`src/rtl/burgertime_pkg.sv`:
```
// Shared BurgerTime definitions.
// Contents:
//   - USB keycodes for the W/A/S/D movement keys.
//   - dir_t facing/direction encoding, as used by the sprite ROM.
//   - Playfield limits, shared with stages_walls.
package burgertime_pkg;

    localparam logic [7:0] KEY_A = 8'h04;
    localparam logic [7:0] KEY_D = 8'h07;
    localparam logic [7:0] KEY_W = 8'h1A;
    localparam logic [7:0] KEY_S = 8'h16;

    typedef enum logic [1:0] {
        LEFT  = 2'd0,
        RIGHT = 2'd1,
        UP    = 2'd2,
        DOWN  = 2'd3
    } dir_t;

    localparam int PF_X_MIN = 0;
    localparam int PF_X_MAX = 192;
    localparam int PF_Y_MIN = 0;
    localparam int PF_Y_MAX = 141;

endpackage

```
`src/rtl/chef_motion_if.sv`:
```
// Chef motion bus.
// Groups the keyboard/wall-checker inputs and the position/sprite outputs of
// chef_motion.
// Modports:
//   - master: the game logic side; drives keycode, move_valid and freeze.
//   - slave:  the chef_motion side; drives position, facing, animation frame
//             and the Moving flag.
interface chef_motion_if;
    logic [7:0] keycode;
    logic       move_valid;
    logic       freeze;
    logic [9:0] Chef_X_Pos;
    logic [9:0] Chef_Y_Pos;
    logic [1:0] Chef_Dir;
    logic [1:0] Anim_Frame;
    logic       Moving;

    modport master (
        output keycode, move_valid, freeze,
        input  Chef_X_Pos, Chef_Y_Pos, Chef_Dir, Anim_Frame, Moving
    );

    modport slave (
        input  keycode, move_valid, freeze,
        output Chef_X_Pos, Chef_Y_Pos, Chef_Dir, Anim_Frame, Moving
    );
endinterface

```
`src/rtl/chef_step_timer.sv`:
```
// Movement pacing timer: divides the frame clock into movement ticks.
// Ports:
//   - clk     frame clock
//   - rst_n   synchronous active-low reset
//   - hold    freezes the counter
//   - en      counting enable (chef not idle)
//   - clear   restart pacing from zero
//   - req_vld a movement request is present this frame
//   - tick    move one step on this edge
module chef_step_timer #(
    parameter int STEP_DIV = 2
) (
    input  logic clk,
    input  logic rst_n,
    input  logic hold,
    input  logic en,
    input  logic clear,
    input  logic req_vld,
    output logic tick
);
    localparam int CNT_W = (STEP_DIV > 1) ? $clog2(STEP_DIV) : 1;
    localparam logic [CNT_W-1:0] CNT_LAST = CNT_W'(STEP_DIV - 1);

    logic [CNT_W-1:0] step_cnt;

    // A clear (direction change or going idle) swallows the tick so that the
    // next step always lands a full STEP_DIV frames later.
    assign tick = en && req_vld && !clear && !hold && (step_cnt == CNT_LAST);

    always_ff @(posedge clk) begin
        if (!rst_n) begin
            step_cnt <= '0;
        end else if (!hold) begin
            if (clear) begin
                step_cnt <= '0;
            end else if (en) begin
                step_cnt <= (step_cnt == CNT_LAST) ? '0 : step_cnt + 1'b1;
            end
        end
    end
endmodule

```
`src/rtl/chef_motion.sv`:
```
// Chef motion controller.
// Turns the registered wall-checker verdict plus the (one-frame delayed)
// keycode into a paced, clamped chef position, a facing direction and a
// walk-animation frame for the sprite ROM.
// Ports:
//   - frame_clk  frame-rate clock
//   - Reset_n    synchronous active-low reset
//   - bus        chef_motion_if.slave
//                  in:  keycode, move_valid, freeze
//                  out: Chef_X_Pos, Chef_Y_Pos, Chef_Dir, Anim_Frame, Moving
module chef_motion
    import burgertime_pkg::*;
#(
    parameter int STEP_DIV = 2,
    parameter int STEP_PX  = 1,
    parameter int START_X  = 96,
    parameter int START_Y  = 141,
    parameter int X_MIN    = PF_X_MIN,
    parameter int X_MAX    = PF_X_MAX,
    parameter int Y_MIN    = PF_Y_MIN,
    parameter int Y_MAX    = PF_Y_MAX
) (
    input logic          frame_clk,
    input logic          Reset_n,
    chef_motion_if.slave bus
);
    typedef enum logic [1:0] {
        IDLE   = 2'd0,
        WALK_H = 2'd1,
        CLIMB  = 2'd2
    } state_t;

    localparam logic signed [10:0] STEP_S = 11'(STEP_PX);
    localparam logic signed [10:0] X_LO   = 11'(X_MIN);
    localparam logic signed [10:0] X_HI   = 11'(X_MAX);
    localparam logic signed [10:0] Y_LO   = 11'(Y_MIN);
    localparam logic signed [10:0] Y_HI   = 11'(Y_MAX);

    function automatic logic [9:0] sat(
        input logic signed [10:0] v,
        input logic signed [10:0] lo,
        input logic signed [10:0] hi
    );
        logic signed [10:0] r;
        if (v < lo)      r = lo;
        else if (v > hi) r = hi;
        else             r = v;
        return r[9:0];
    endfunction

    state_t     state, state_nxt;
    logic [7:0] key_q;
    logic [9:0] x_q, y_q, x_nxt, y_nxt;
    dir_t       dir_q;
    logic [1:0] anim_q;
    logic       moving_q;

    logic       req_vld;
    dir_t       req_dir;
    logic       tick;
    logic       clear;
    logic       moved;
    logic signed [10:0] x_ext, y_ext;

    // The wall checker judged last frame's key, so key_q (not the live
    // keycode) is what move_valid refers to.
    always_comb begin
        req_vld = 1'b0;
        req_dir = RIGHT;
        if (bus.move_valid) begin
            unique case (key_q)
                KEY_A: begin req_vld = 1'b1; req_dir = LEFT;  end
                KEY_D: begin req_vld = 1'b1; req_dir = RIGHT; end
                KEY_W: begin req_vld = 1'b1; req_dir = UP;    end
                KEY_S: begin req_vld = 1'b1; req_dir = DOWN;  end
                default: ;
            endcase
        end
    end

    always_comb begin
        state_nxt = state;
        if (!req_vld)
            state_nxt = IDLE;
        else if (req_dir == LEFT || req_dir == RIGHT)
            state_nxt = WALK_H;
        else
            state_nxt = CLIMB;
    end

    assign clear = (state_nxt == IDLE) || (req_vld && (req_dir != dir_q));

    chef_step_timer #(.STEP_DIV(STEP_DIV)) u_step_timer (
        .clk     (frame_clk),
        .rst_n   (Reset_n),
        .hold    (bus.freeze),
        .en      (state != IDLE),
        .clear   (clear),
        .req_vld (req_vld),
        .tick    (tick)
    );

    // Work in 11-bit signed so that stepping below zero or past the far edge
    // saturates instead of wrapping.
    assign x_ext = signed'({1'b0, x_q});
    assign y_ext = signed'({1'b0, y_q});

    always_comb begin
        x_nxt = x_q;
        y_nxt = y_q;
        if (tick) begin
            unique case (req_dir)
                LEFT:  x_nxt = sat(x_ext - STEP_S, X_LO, X_HI);
                RIGHT: x_nxt = sat(x_ext + STEP_S, X_LO, X_HI);
                UP:    y_nxt = sat(y_ext - STEP_S, Y_LO, Y_HI);
                DOWN:  y_nxt = sat(y_ext + STEP_S, Y_LO, Y_HI);
                default: ;
            endcase
        end
    end

    // A tick that is fully absorbed by the clamp does not animate.
    assign moved = (x_nxt != x_q) || (y_nxt != y_q);

    always_ff @(posedge frame_clk) begin
        if (!Reset_n) begin
            state    <= IDLE;
            key_q    <= 8'h00;
            x_q      <= 10'(START_X);
            y_q      <= 10'(START_Y);
            dir_q    <= RIGHT;
            anim_q   <= 2'd0;
            moving_q <= 1'b0;
        end else if (!bus.freeze) begin
            state    <= state_nxt;
            key_q    <= bus.keycode;
            x_q      <= x_nxt;
            y_q      <= y_nxt;
            moving_q <= (state_nxt != IDLE);
            if (req_vld)
                dir_q <= req_dir;
            if (state_nxt == IDLE)
                anim_q <= 2'd0;
            else if (moved)
                anim_q <= anim_q + 2'd1;
        end
    end

    assign bus.Chef_X_Pos = x_q;
    assign bus.Chef_Y_Pos = y_q;
    assign bus.Chef_Dir   = dir_q;
    assign bus.Anim_Frame = anim_q;
    assign bus.Moving     = moving_q;
endmodule

```
`src/flat_wrapper.sv`:
```
// flat-port wrapper written by rule: the top's interface ports become plain ports
module chef_motion_flat import burgertime_pkg::*;
#(
    parameter int STEP_DIV = 2,
    parameter int STEP_PX  = 1,
    parameter int START_X  = 96,
    parameter int START_Y  = 141,
    parameter int X_MIN    = PF_X_MIN,
    parameter int X_MAX    = PF_X_MAX,
    parameter int Y_MIN    = PF_Y_MIN,
    parameter int Y_MAX    = PF_Y_MAX
)
  (frame_clk, Reset_n, bus_keycode, bus_move_valid, bus_freeze, bus_Chef_X_Pos, bus_Chef_Y_Pos, bus_Chef_Dir, bus_Anim_Frame, bus_Moving);
  chef_motion_if bus_i ();
  input logic frame_clk;
  input logic Reset_n;
  input wire logic [$bits(bus_i.keycode)-1:0] bus_keycode;
  input wire logic [$bits(bus_i.move_valid)-1:0] bus_move_valid;
  input wire logic [$bits(bus_i.freeze)-1:0] bus_freeze;
  output wire logic [$bits(bus_i.Chef_X_Pos)-1:0] bus_Chef_X_Pos;
  output wire logic [$bits(bus_i.Chef_Y_Pos)-1:0] bus_Chef_Y_Pos;
  output wire logic [$bits(bus_i.Chef_Dir)-1:0] bus_Chef_Dir;
  output wire logic [$bits(bus_i.Anim_Frame)-1:0] bus_Anim_Frame;
  output wire logic [$bits(bus_i.Moving)-1:0] bus_Moving;
  assign bus_i.keycode = bus_keycode;
  assign bus_i.move_valid = bus_move_valid;
  assign bus_i.freeze = bus_freeze;
  assign bus_Chef_X_Pos = bus_i.Chef_X_Pos;
  assign bus_Chef_Y_Pos = bus_i.Chef_Y_Pos;
  assign bus_Chef_Dir = bus_i.Chef_Dir;
  assign bus_Anim_Frame = bus_i.Anim_Frame;
  assign bus_Moving = bus_i.Moving;
  chef_motion #(.STEP_DIV(STEP_DIV), .STEP_PX(STEP_PX), .START_X(START_X), .START_Y(START_Y), .X_MIN(X_MIN), .X_MAX(X_MAX), .Y_MIN(Y_MIN), .Y_MAX(Y_MAX)) u_core (.frame_clk(frame_clk), .Reset_n(Reset_n), .bus(bus_i));
endmodule
```
`config.mk`:
```
export PLATFORM = sky130hd
export DESIGN_NAME = chef_motion_flat
export DESIGN_NICKNAME = d
export VERILOG_FILES = /design/src/rtl/burgertime_pkg.sv /design/src/rtl/chef_motion_if.sv /design/src/rtl/chef_step_timer.sv /design/src/rtl/chef_motion.sv /design/src/flat_wrapper.sv
export SDC_FILE = /design/constraint.sdc
export NUM_CORES = 1
export LEC_CHECK = 0
export ABC_AREA = 1
export CAP_MARGIN = 15
export CORE_MARGIN = 5
export CORE_UTILIZATION = 52
export CTS_CLUSTER_SIZE = 24
export DETAILED_ROUTE_END_ITERATION = 10
export PLACE_DENSITY = 0.82
export SLEW_MARGIN = 20
export SYNTH_ARGS = -nofsm -noshare
export SYNTH_HDL_FRONTEND = slang
export SYNTH_HIERARCHICAL = 1
export SYNTH_SLANG_ARGS = --single-unit
```
`constraint.sdc`:
```
create_clock -name frame_clk -period 4.1 [get_ports frame_clk]
set_input_delay 1.23 -clock frame_clk [delete_from_list [all_inputs] [get_ports frame_clk]]
set_output_delay 1.23 -clock frame_clk [all_outputs]
set_load 0.1 [all_outputs]
```
==> metrics.md <==
| Metric | Value |
|---|---|
| Highest attainable clock frequency | `263 MHz` |
| Clock root cell | `clkbuf_8` |
| Max-cap check violation count | `0` |
| Quantity of hold-fixing buffers added after cts | `0` |
| Total nets after synthesis | `between 600 and 700` |
| Critical Path RT | `approximately 4.3 ns` |
| Crit-path slowest cell | `clkdlybuf4s50_1` |
| Transition at the pin with the smallest max-transition slack | `a little under 1 ns` |
| Die area | `around 8400 um^2` |
| Width of the chip | `91.9 um` |
| Aggregate routed wire length | `9470 um` |
| Final worst clock skew | `between 0.009 and 0.01 ns` |
| Count of unresolved DRC violations after routing | `0` |
| Count of endpoints failing setup in the final report | `0` |
| Ratio of final minimum period to clock period | `92.8%` |
| Via count of the first global-routing pass | `between 3,000 and 4,000` |
| Antenna violations before repair | `0` |
| Multiplexer share of the synthesized area | `0%` |
| Result of the run | `finished, final reports clean` |
| Grt ovf | `0` |
| Worst stage delay on the critical path | `0.56 ns` |
| Placed cells | `697` |
| Initial Utilization | `about 54%` |
| Worst-skew pair later-pin latency | `0.29 ns` |
| Number of filler cells placed in the layout | `627` |
| Total negative setup slack | `0 ns` |
| Count of input and output buffers | `36` |
| Largest fanout on the critical path | `15` |
| Netlist area before placement | `approximately 3500 um^2` |
| Peak supply drop | `0.285 mV` |
| Routed wire per std cell | `about 13 um` |
| Max clock buf depth | `2` |
| Post-layout net count | `646` |
| Share of final-layout standard cells stronger than drive strength 1 | `13.6%` |
| Power density over the cells | `between 200 and 250 nW/um^2` |
| Sequential fraction of the synthesis area | `20.7%` |
| Post-route setup slack | `0.294 ns` |
| Kind of start point of the critical path | `input pin` |
| Number of antenna-violating nets in the routed design | `0` |
| DR WL met2 | `between 4000 and 5000 um` |
| Number of standard cells in the final layout excluding fillers | `704` |
| Wire length on met1 | `4320 um` |
| Number of design-rule violations left by the first detailed-router iteration | `around 330` |
| Critical Path Sink Type | `register` |
| Unique masters post-synth | `35` |
| Total design power | `0.848 mW` |
| Die boundary height | `between 90 and 100 um` |
| DR vias | `3,967` |
| Final hold viol count | `0` |
| Slew headroom | `approximately a third` |
| Area inside the core boundary | `6420 um^2` |
| Clock-pin slew reported for the worst setup and hold paths after clock tree synthesis | `0.07 ns` |
| Cell Rows | `29` |
| Pin count of the biggest net entering global routing | `31` |
| List of cells traversed by the critical path | `clkdlybuf4s50_1 > nand3_1 > nor2_2 > nor2_2 > nor2_1 > xor2_1 > nand2_1 > inv_2 > nand3_2 > nor2_2 > buf_4 > nand2_1 > nand3_1 > nand2_1 > nor2_1 > nand3_1 > nor2_2 > nand2_2 > a21oi_1 > nor2_1` |
| Post-DR vias/cell | `between 5 and 6` |
| Most Frequent Cell on Critical Path | `nor2_2` |
| Share of synthesized cell area in full adder, half adder and majority cells | `about 2.5%` |
| Top Metal Used | `met4` |
| Launching element of the worst setup path | `bus_move_valid` |
| Final Slew Violations | `0` |
| Number of post-CTS setup repair buffers | `0` |
| Final Core Density | `60.7%` |
| Warnings from Yosys | `6` |
| Wire length on met3 | `576 um` |
| Classification of the worst-slack hold path | `register to register` |
| Antenna fix cells | `0` |
| Dominant combinational cell family by area after synthesis | `simple AND/OR/NAND/NOR gates` |
| Cell class contributing the biggest share of worst-path delay | `simple AND/OR/NAND/NOR gates` |
| TritonCTS clock tree | `built` |
| Area overhead of the layout relative to synthesis | `11.7%` |
| Final GP Congestion | `0.944` |
| Average instance area after synthesis | `5.78 um^2` |
| Complex-gate fraction of the synthesized area | `11.0%` |
| Worst reg2reg startpoint | `u_core/key_q[7]` |
| Worst min-delay path startpoint | `u_core/state[0]` |
| Number of buffers added by the clock tree synthesis step | `5` |
| Number of H-tree levels | `2` |
| Commonest non-fill, non-tap cell in the layout | `nand2_1` |
| Dpl ws | `between 0.09 and 0.1 ns` |
| Simple-Gate Fraction of Synth Area | `just under 50%` |
| Syn Inst Count | `603` |
| Register bit total from synthesis | `36` |
| Leak | `1.99 nW` |
| XOR/XNOR Fraction of Synth Area | `between 2 and 3%` |
| Global-route wire length before repair | `between 15,000 and 20,000 um` |
| Commonest cells after routing, fill and taps aside | `nand2_1 (164), nand3_1 (90), inv_1 (71)` |
| DP HPWL | `between 7000 and 8000 um` |
| Crit path buf inv count | `3` |
| Worst path arrival time | `3.99 ns` |
| Total track usage | `22.3%` |
| Unrepaired setup endpoints after global routing | `no` |
| Detailed-routing iteration count for the pre-antenna-repair pass | `5` |
| Number of sinks on the clock net | `36` |
| Number of gates resized after cts | `0` |
| Ports | `37` |
| Class of the most critical setup path | `input pin to register` |
| Final critical-path required period | `3.81 ns` |
-- logic make-up after synthesis --
kind of cell             count (synthesis)
AND/OR/NAND/NOR                        374
buffers and inverters                  108
AO/OA/AOI/OAI                           67
flip-flops                              36
XOR/XNOR                                11
adder cells (fa/ha/maj)                  7
-- state kept, by name, summed over array words and instances (netlist names) --
name and flops:
u_core/bus.Moving 1, u_core/bus.Chef_X_Pos 10, u_core/state 2, u_core/u_step_timer/step_cnt 1
u_core/bus.Chef_Y_Pos 10, u_core/bus.Anim_Frame 2, u_core/key_q 8, u_core/bus.Chef_Dir 2
-- worst register-to-register path, cell delays in order (launching register included) --
cell     delay [ns]
dfxtp_1        0.34
nor3_4         0.24
nand3_2        0.14
a21oi_2        0.20
nand2_2        0.12
inv_2          0.11
nor2_2         0.05
nor2_1         0.17
xor2_1         0.20
nand2_1        0.08
inv_2          0.07
nand3_2        0.09
nor2_2         0.18
buf_4          0.23
nand2_1        0.09
nand3_1        0.08
nand2_1        0.05
nor2_1         0.10
nand3_1        0.10
nor2_2         0.10
nand2_2        0.08
a21oi_1        0.14
nor2_1         0.07
-- per-stage QoR --
step | hold slack, ns | cell area [um^2]
after global routing | 0.487 | 3900
after floorplan | 0.440 | 3490
after detailed placement | 0.459 | 3800
final | 0.476 | 3900
after global placement | 0.448 | 3800
after CTS | 0.470 | 3890
-- final cells by class --
| class | count | area [um^2] | share of cell area, % |
|---|---|---|---|
| multi-input cells | 459 | 2310 | 59.2 |
| flip-flops and latches | 36 | 721 | 18.5 |
| repair buffers | 43 | 370 | 9.50 |
| inverters | 82 | 308 | 7.90 |
| clock buffers | 7 | 96.3 | 2.47 |
| well taps | 77 | 96.3 | 2.47 |
-- where the power goes --
part	internal [mW]	switching (mW)	leakage [nW]	total (mW)
Sequential	0.361	0.0210	0.294	0.382
Clock	0.150	0.121	0.0503	0.271
Combinational	0.0591	0.136	1.65	0.195
-- worst paths after layout --
path	to	slack, ns	cells past startpoint
worst max-delay path	u_core/bus.Anim_Frame[0]	0.29	20
worst min-delay path	u_core/state[0]	0.48	2
worst max register to register	u_core/bus.Anim_Frame[0]	0.94	22
worst min register to register	u_core/state[0]	0.48	2
-- synthesized netlist by cell type, drive strengths merged --
library cell	number	area share [%]
a21oi	18	2.8
buf	18	3.8
clkbuf	8	0.86
clkinv	3	0.32
dfxtp	36	21
ha	7	2.5
inv	79	8.5
nand2	179	20
nand3	94	14
nand3b	2	0.43
nand4	13	2.5
nor2	80	11
nor3	5	1.0
o211ai	10	2.2
o21ai	37	5.5
o21bai	2	0.54
or2	1	0.18
xnor2	2	0.50
xor2	9	2.5
-- routing by layer --
layer,up-vias,global-route usage [%]
met3,17,3.76
met5,-,0
met4,0,5.69
li1,1978,-
met2,156,37.9
met1,1816,29.2
Power figures use the tool's default switching activity.
